File: config.mk
export PLATFORM = sky130hd
export DESIGN_NAME = axis_route_ctrl
export DESIGN_NICKNAME = d
export VERILOG_FILES = /design/src/rtl/axis_route_ctrl.sv
export SDC_FILE = /design/constraint.sdc
export NUM_CORES = 1
export LEC_CHECK = 0
export BUFFER_PORTS_ARGS = -buffer_cell sky130_fd_sc_hd__buf_4
export CAP_MARGIN = 40
export CORE_ASPECT_RATIO = 0.6
export CORE_MARGIN = 2
export CORE_UTILIZATION = 30
export DETAILED_ROUTE_END_ITERATION = 7
export HOLD_SLACK_MARGIN = 0.06
export PLACE_DENSITY_LB_ADDON = 0.2
export SLEW_MARGIN = 15
export SYNTH_ARGS = -nofsm -noshare
export SYNTH_HDL_FRONTEND = slang
export SYNTH_SLANG_ARGS = --single-unit
File: constraint.sdc
create_clock -name aclk -period 4.05 [get_ports aclk]
set_input_delay 0.2025 -clock aclk [delete_from_list [all_inputs] [get_ports aclk]]
set_output_delay 0.2025 -clock aclk [all_outputs]
set_load 0.1 [all_outputs]
File: src/rtl/axis_route_ctrl.sv
// Per-region TDEST route registers, updated only between packets; stalls the target region while the route changes.
// Latency: idle region done 2+SETTLE_CYCLES cycles after accept; busy region waits for the tlast handshake.
// Backpressure: cfg_ready only in IDLE, done is a pulse. Optional drain timeout under ROUTE_CTRL_TIMEOUT_EN.
`ifndef N_REGIONS
`define N_REGIONS 4
`endif

module axis_route_ctrl #(
  parameter int         N_ID           = `N_REGIONS,
  parameter int         ID_BITS        = (N_ID > 1) ? $clog2(N_ID) : 1,
  parameter logic [7:0] RESET_ROUTE    = 8'h00,
  parameter int         SETTLE_CYCLES  = 2,
  parameter int         TIMEOUT_CYCLES = 1024
) (
  input  logic                aclk,
  input  logic                areset,
  input  logic                cfg_valid,
  output logic                cfg_ready,
  input  logic [ID_BITS-1:0]  cfg_id,
  input  logic [7:0]          cfg_route,
  output logic                cfg_done_valid,
  output logic [ID_BITS-1:0]  cfg_done_id,
  output logic                cfg_done_err,
  input  logic [N_ID-1:0]     mon_tvalid,
  input  logic [N_ID-1:0]     mon_tready,
  input  logic [N_ID-1:0]     mon_tlast,
  output logic [N_ID-1:0]     stall,
  output logic [N_ID*8-1:0]   route
);

  typedef enum logic [1:0] {S_IDLE, S_WAIT_EOP, S_SETTLE, S_DONE} state_t;

  state_t                  state_q, state_d;
  logic [ID_BITS-1:0]      id_q, id_d;
  logic [7:0]              new_route_q, new_route_d;
  logic                    err_q, err_d;
  logic [3:0]              settle_cnt_q, settle_cnt_d;
  logic [N_ID-1:0]         in_pkt_q, in_pkt_d;
  logic [N_ID-1:0][7:0]    route_q, route_d;
  logic                    force_eop;
  logic                    bad_id;

  assign bad_id = ({1'b0, cfg_id} >= (ID_BITS+1)'(N_ID));

`ifdef ROUTE_CTRL_TIMEOUT_EN
  localparam int TO_BITS = $clog2(TIMEOUT_CYCLES + 1);
  logic [TO_BITS-1:0] to_cnt_q, to_cnt_d;

  always_comb begin
    to_cnt_d  = '0;
    force_eop = 1'b0;
    if (state_q == S_WAIT_EOP && in_pkt_q[id_q]) begin
      if (to_cnt_q == TO_BITS'(TIMEOUT_CYCLES - 1)) force_eop = 1'b1;
      else                                          to_cnt_d  = to_cnt_q + 1'b1;
    end
  end

  always_ff @(posedge aclk) begin
    if (areset) to_cnt_q <= '0;
    else        to_cnt_q <= to_cnt_d;
  end
`else
  assign force_eop = 1'b0;
`endif

  // Packet tracking runs for every region regardless of FSM state.
  always_comb begin
    in_pkt_d = in_pkt_q;
    for (int i = 0; i < N_ID; i++) begin
      if (mon_tvalid[i] && mon_tready[i]) in_pkt_d[i] = ~mon_tlast[i];
    end
    if (force_eop) in_pkt_d[id_q] = 1'b0;
  end

  always_comb begin
    state_d      = state_q;
    id_d         = id_q;
    new_route_d  = new_route_q;
    err_d        = err_q;
    settle_cnt_d = '0;
    route_d      = route_q;
    case (state_q)
      S_IDLE: begin
        if (cfg_valid) begin
          id_d        = cfg_id;
          new_route_d = cfg_route;
          err_d       = bad_id;
          state_d     = bad_id ? S_DONE : S_WAIT_EOP;
        end
      end
      S_WAIT_EOP: begin
        if (!in_pkt_q[id_q] || force_eop) begin
          route_d[id_q] = new_route_q;
          err_d         = err_q | force_eop;
          state_d       = S_SETTLE;
        end
      end
      S_SETTLE: begin
        if (settle_cnt_q == 4'(SETTLE_CYCLES - 1)) state_d = S_DONE;
        else                                       settle_cnt_d = settle_cnt_q + 4'd1;
      end
      default: state_d = S_IDLE;
    endcase
  end

  always_ff @(posedge aclk) begin
    if (areset) begin
      state_q      <= S_IDLE;
      id_q         <= '0;
      new_route_q  <= '0;
      err_q        <= 1'b0;
      settle_cnt_q <= '0;
      in_pkt_q     <= '0;
      route_q      <= {N_ID{RESET_ROUTE}};
    end else begin
      state_q      <= state_d;
      id_q         <= id_d;
      new_route_q  <= new_route_d;
      err_q        <= err_d;
      settle_cnt_q <= settle_cnt_d;
      in_pkt_q     <= in_pkt_d;
      route_q      <= route_d;
    end
  end

  // Stall is asserted only once the target region is between packets, so no beat is cut.
  always_comb begin
    stall = '0;
    if ((state_q == S_WAIT_EOP && !in_pkt_q[id_q]) || state_q == S_SETTLE) stall[id_q] = 1'b1;
  end

  assign cfg_ready      = (state_q == S_IDLE);
  assign cfg_done_valid = (state_q == S_DONE);
  assign cfg_done_id    = (state_q == S_DONE) ? id_q : '0;
  assign cfg_done_err   = (state_q == S_DONE) & err_q;
  assign route          = route_q;

endmodule
==> results of run 1 <==
[power breakdown]
part	switching, mW	total, mW	leakage [nW]	internal, mW
sequential	0.0610	0.611	0.422	0.550
clock	0.189	0.479	0.0798	0.290
combinational	0.346	0.471	0.606	0.125
[cells in the final DEF, fill, tap and decap left out, types with 4 or more instances in the layout]
cell	n
nand2_1	70
buf_4	64
dfxtp_1	52
a21oi_1	42
nor2_1	16
mux2i_1	10
inv_1	8
ha_1	7
clkbuf_16	5
a311oi_1	4
[stage by stage]
step / power [mW] / setup WS (ns) / hold slack, ns / util / std cells
after global routing: 1.65 / 1.78 / 0.0913 / 0.415 / 397
final: 1.56 / 1.99 / 0.0965 / 0.415 / 397
after global placement: 1.09 / 2.06 / 0.402 / 0.391 / 389
after detailed placement: 1.09 / 1.97 / 0.399 / 0.391 / 389
after CTS: 1.57 / 1.96 / 0.0896 / 0.415 / 397
after floorplan: 0.982 / 0.894 / 0.311 / - / 251
[layout make-up]
cell class	instances	area, µm²	share of cell area
Sequential cell	52	1040	0.372
Multi-Input combinational cell	178	970	0.347
Timing Repair Buffer	64	480	0.172
Clock buffer	5	125	0.0447
Tap cell	87	109	0.0389
Clock inverter	3	42.5	0.0152
Inverter	8	30.0	0.0107
[logic make-up (layout without fill, tap and decap cells)]
family,Yosys count,after routing,share of synthesized area
AND/OR/NAND/NOR,107,107,0.228
adder cells (fa/ha/maj),7,7,0.0414
XOR/XNOR,2,2,0.00829
buffers and inverters,21,80,0.0491
AO/OA/AOI/OAI,51,51,0.132
multiplexers,10,10,0.0473
other,1,1,0.00177
flip-flops,52,52,0.492
[registers in the layout (all words and copies together), names as in the netlist]
name and count:
id_q 2, in_pkt_q 4, new_route_q 8, route 32, settle_cnt_q 4, state_q 2
[per-layer routing]
metal | vias up | part of all wire | global-route usage
met5 | - | 0 | 0
met4 | 0 | 0.0048 | 0.0163
met3 | 4 | 0.044 | 0.0501
met2 | 46 | 0.42 | 0.212
met1 | 868 | 0.54 | 0.215
li1 | 941 | - | -
[worst max-delay path by stage]
stage	cells after the start	to	startpoint	slack, ns
floorplan	4	stall[1]	state_q[1]	0.89
global route	6	route[20]	state_q[1]	1.78
CTS	6	route[17]	state_q[1]	1.96
global placement	6	route[17]	state_q[1]	2.06
detailed placement	6	route[17]	state_q[1]	1.97
finish	6	route[17]	state_q[1]	1.99
==> results.ini, run 1 <==
[yosys]
yosysTopAreaCell=dfxtp_1
syn_area_um2=2110
synth_fp_nets=283
synth_top_area_share=0.492
async_reset_ff_frac=0
ys_ff_latch=52
synthCells=251
syn_area_per_cell_um2=8.42
synth_area_leaders=dfxtp_1 49%, nand2_1 12%, a21oi_1 9.9%, mux2i_1 4.7%, ha_1 4.1%
yosysMostFrequentCell=nand2_1
yosys_warnings=0
synth_top_flop_cell=dfxtp_1
yosysUniqueCellTypes=31
synth_edf_count=0
synth-seq-area-share=0.492
synthTopCellsByCount=70 x nand2_1, 52 x dfxtp_1, 42 x a21oi_1

[final_layout]
area_growth_pct=32.3
final_layout_size_suffix_gt1_frac=0.248
design_area_um2=2800
num-fill-cells=702
fin_nets=341
diodes=0

[sta]
relSlewSlack=0.484
fmax_ghz=0.485
hold_viol=0
grt_setup_unrepaired=false
worst_slew_pin_slew_ns=0.771
fin_crit_ns=2.06
drv_slew=0
finalSetupViolCount=0
finClkSkew_ns=0.00489
final.period_utilization=0.509
fin_setup_tns_ns=0

[critical_path]
cp_max_fo=8
critPathBufInv=1
cpLargestDelayFamily=simple AND/OR/NAND/NOR gates
rrSetupSlack_ns=1.99
startpoint_type=flop
path_cells=inv_1 > ha_1 > nand2b_1 > nor3b_2 > mux2i_1 > nor2_1
slowest_delay_ns=0.68
slowest_stage=nor3b_2
r2r_cells=6
endpoint_kind=flop
reg2reg_from=state_q[1]
crit_arrival_ns=2.22
critPathKind=flop to flop
required_ns=4.21
rr_endpoint=route[17]

[grt]
antenna_found_initial=0
grt_overflow_total=0
grt_max_degree=52
track_usage=0.146
grt_pass1_wl_um=8920
first_global_vias=1797

[status]
status=finished clean

[clock_network]
cts_buffers=5
clk_path_buf_depth=2
cts_tree=done
clk_latency_ns=0.29
cts_setup_buffers=0
clk_pin_slew_worst_paths_ns=0.07
clock-sinks=52
clockRootBuffer=clkbuf_16
post_cts_resize_count=0
hold_buffers=0
h-tree-depth=2

[floorplanning]
initial_core_util=0.314
die_w_um=112
dieArea_um2=7760
ios=66
placementRows=23
core-area_um2=6730
die_y_um=69.0

[route]
first_pass_iters=4
vias_per_cell=4.68
first_iter_violations=85
num_vias=1859
wl_per_cell_um=13.7
wirelength_um=5440
drt.antenna.violating_nets=0
drc=0

[placement]
placed_area_um2=2630
place.gp.congestion=0.737
io_buffers=64
dp_hpwl_um=3950

[pwr]
vdd_drop_max_mv=0.203
leakagePower_nw=1.11
power.density_nw_per_um2=558

[min_path]
holdPathStages=2
min_to=in_pkt_q[0]
hold_start=mon_tlast[0]
hp-class=input pin to flop

[job]
max_cap_viol_count=0

(Power assumes the default switching activity.)
==> inputs of run 2 (changes only) <==
--- a/config.mk
+++ b/config.mk
@@ -5,6 +5,7 @@
 export SDC_FILE = /design/constraint.sdc
 export NUM_CORES = 1
 export LEC_CHECK = 0
+export ABC_AREA = 1
 export BUFFER_PORTS_ARGS = -buffer_cell sky130_fd_sc_hd__buf_4
 export CAP_MARGIN = 40
 export CORE_ASPECT_RATIO = 0.6
==> constraint.sdc (replaced) <==
create_clock -name aclk -period 2.15 [get_ports aclk]
set_input_delay 0.1075 -clock aclk [delete_from_list [all_inputs] [get_ports aclk]]
set_output_delay 0.1075 -clock aclk [all_outputs]
set_load 0.1 [all_outputs]
==> results.ini, run 2 <==
[final_layout]
final_common_cell=nand2_1
area_growth_pct=33.2
design_area_um2=3280
final_cell_mix=78 x nand2_1, 69 x buf_4, 58 x inv_1
final_layout_size_suffix_gt1_frac=0.216
diodes=0
final_util=0.415
fin_nets=443
fin_cells=520
largest_register_ffs=32
num-fill-cells=824

[clock_network]
clock-sinks=52
clk_pin_slew_worst_paths_ns=0.07
clk_path_buf_depth=2
h-tree-depth=2
post_cts_resize_count=0
clk_latency_ns=0.30
clockRootBuffer=clkbuf_16
cts_buffers=5
cts_tree=done

[pwr]
total_power_mw=3.87
power.density_nw_per_um2=1180
leakagePower_nw=1.57
vdd_drop_max_mv=0.719

[sta]
fin_ws_ns=0.201
finalSetupViolCount=0
final.period_utilization=0.907
grt_setup_unrepaired=false
hold_viol=0
fin_crit_ns=1.95
finalHoldWorstSlack_ns=0.0844
fin_setup_tns_ns=0
worst_slew_pin_slew_ns=0.575
finClkSkew_ns=0.00799
drv_slew=0
relSlewSlack=0.616
fmax_ghz=0.513

[yosys]
synth_top_flop_cell=dfxtp_1
synth_fp_nets=374
syn_area_per_cell_um2=7.20
yosysMostFrequentCell=nand2_1
ys_ff_latch=52
yosysTopAreaCell=dfxtp_1
syn_area_um2=2460
synthTopCellsByCount=78 x nand2_1, 58 x inv_1, 52 x dfxtp_1
yosys_warnings=0
synthCells=342
synth_area_leaders=dfxtp_1 42%, nand2_1 12%, inv_1 8.8%, nor2_1 6.7%, nand4_1 6.4%
synth_top_area_share=0.423
yosysUniqueCellTypes=28
synth_edf_count=0
async_reset_ff_frac=0
synth-seq-area-share=0.423

[route]
dr_wl_met3_um=364
first_iter_violations=85
routed.top_layer=met4
num_vias=2233
drt-met1-wl_um=3520
vias_per_cell=4.29
drc=0
first_pass_iters=4
wl_per_cell_um=11.9
wirelength_um=6200
wl_met2_um=2230
drt.antenna.violating_nets=0

[floorplanning]
core-area_um2=7910
ios=66
initial_core_util=0.311
die_w_um=121
die_y_um=74.2
placementRows=25
dieArea_um2=8970

[critical_path]
critPathBufInv=4
slowest_delay_ns=0.45
cpLargestDelayFamily=buffers and inverters
cp_max_fo=9
reg2reg_from=id_q[0]
rrSetupSlack_ns=0.44
crit_arrival_ns=1.84
endpoint_kind=output pin
rr_endpoint=route[29]
r2r_cells=10
required_ns=2.04
startpoint_type=flop
path_cells=buf_4 > inv_4 > nand3_2 > nand2_4 > nor2_8 > nand2_1 > nand2_1 > inv_2 > nor2_1 > buf_4
slowest_stage=dfxtp_1
critPathKind=flop to output pin

[min_path]
holdPathStages=2
min_to=route[7]
hp-class=input pin to flop
hold_start=areset

[grt]
first_global_vias=2046
antenna_found_initial=0
track_usage=0.149
grt_pass1_wl_um=10300
grt_overflow_total=0
grt_max_degree=31

[placement]
dp.cells=504
dp_hpwl_um=4580
place_ws_ns=0.469
placed_area_um2=3020
place.gp.congestion=0.790
io_buffers=64

[status]
status=finished clean

[job]
max_cap_viol_count=0

run 2: cell count changes after synthesis, sizes merged, moves of 3 or more:
cell    change
a21oi      -17
and2        -3
inv        +54
mux2i      -10
nand2       +8
nand2b      -3
nand3       +8
nand4      +25
nor2       +31
nor3        -4
nor3b       -4
o21ai       +9
run 2: cell families (layout without fill, tap and decap cells):
logic type	after synthesis	count (layout)	synth area share
XOR/XNOR	2	2	0.00712
adder cells (fa/ha/maj)	7	7	0.0356
AND/OR/NAND/NOR	161	161	0.308
AO/OA/AOI/OAI	40	40	0.0884
flip-flops	52	52	0.423
buffers and inverters	79	149	0.136
other	1	1	0.00152
run 2: worst register-to-register path: stages (launching register included):
cell     delay (ns)
dfxtp_1        0.45
buf_4          0.22
inv_4          0.06
nand3_2        0.07
nand2_4        0.07
nor2_8         0.10
buf_4          0.27
nand3_4        0.17
nand2_1        0.09
inv_1          0.04
nor2_1         0.09
run 2: worst max path at each step:
stage	cells past startpoint	slack, ns	to	startpoint
2_1_floorplan	9	-0.28	stall[0]	id_q[0]
5_1_grt	9	0.02	stall[1]	id_q[1]
3_3_place_gp	10	0.47	route[28]	id_q[0]
4_1_cts	9	0.18	stall[3]	id_q[1]
3_5_place_dp	9	0.47	route[17]	id_q[1]
6_report	10	0.20	stall[3]	id_q[0]
run 2: cell type report:
class | instances | area (µm²) | share of cell area
tap | 108 | 135 | 0.0412
clock inverter | 2 | 38.8 | 0.0118
clock buffer | 6 | 139 | 0.0423
inverter | 64 | 243 | 0.0740
multi-input combinational | 211 | 1090 | 0.331
timing repair buffer | 77 | 598 | 0.182
sequential | 52 | 1040 | 0.317
run 2: routing by layer:
| metal | track usage | vias up |
|---|---|---|
| met4 | 0.0568 | 0 |
| met5 | 0 | - |
| met3 | 0.0429 | 8 |
| met1 | 0.228 | 974 |
| met2 | 0.192 | 51 |
| li1 | - | 1200 |
run 2: report_power, final:
part | switching (mW) | internal [mW] | leakage [nW]
Clock | 0.367 | 0.583 | 0.0871
Sequential | 0.124 | 1.10 | 0.423
Combinational | 1.30 | 0.403 | 1.06
run 2: timing repair:
action / 4_1_cts / 5_1_grt
setup endpoints to repair: 0 / 0
buffers inserted: 0 / 0
hold buffers: 8 / 0
hold endpoints to repair: 4 / 0
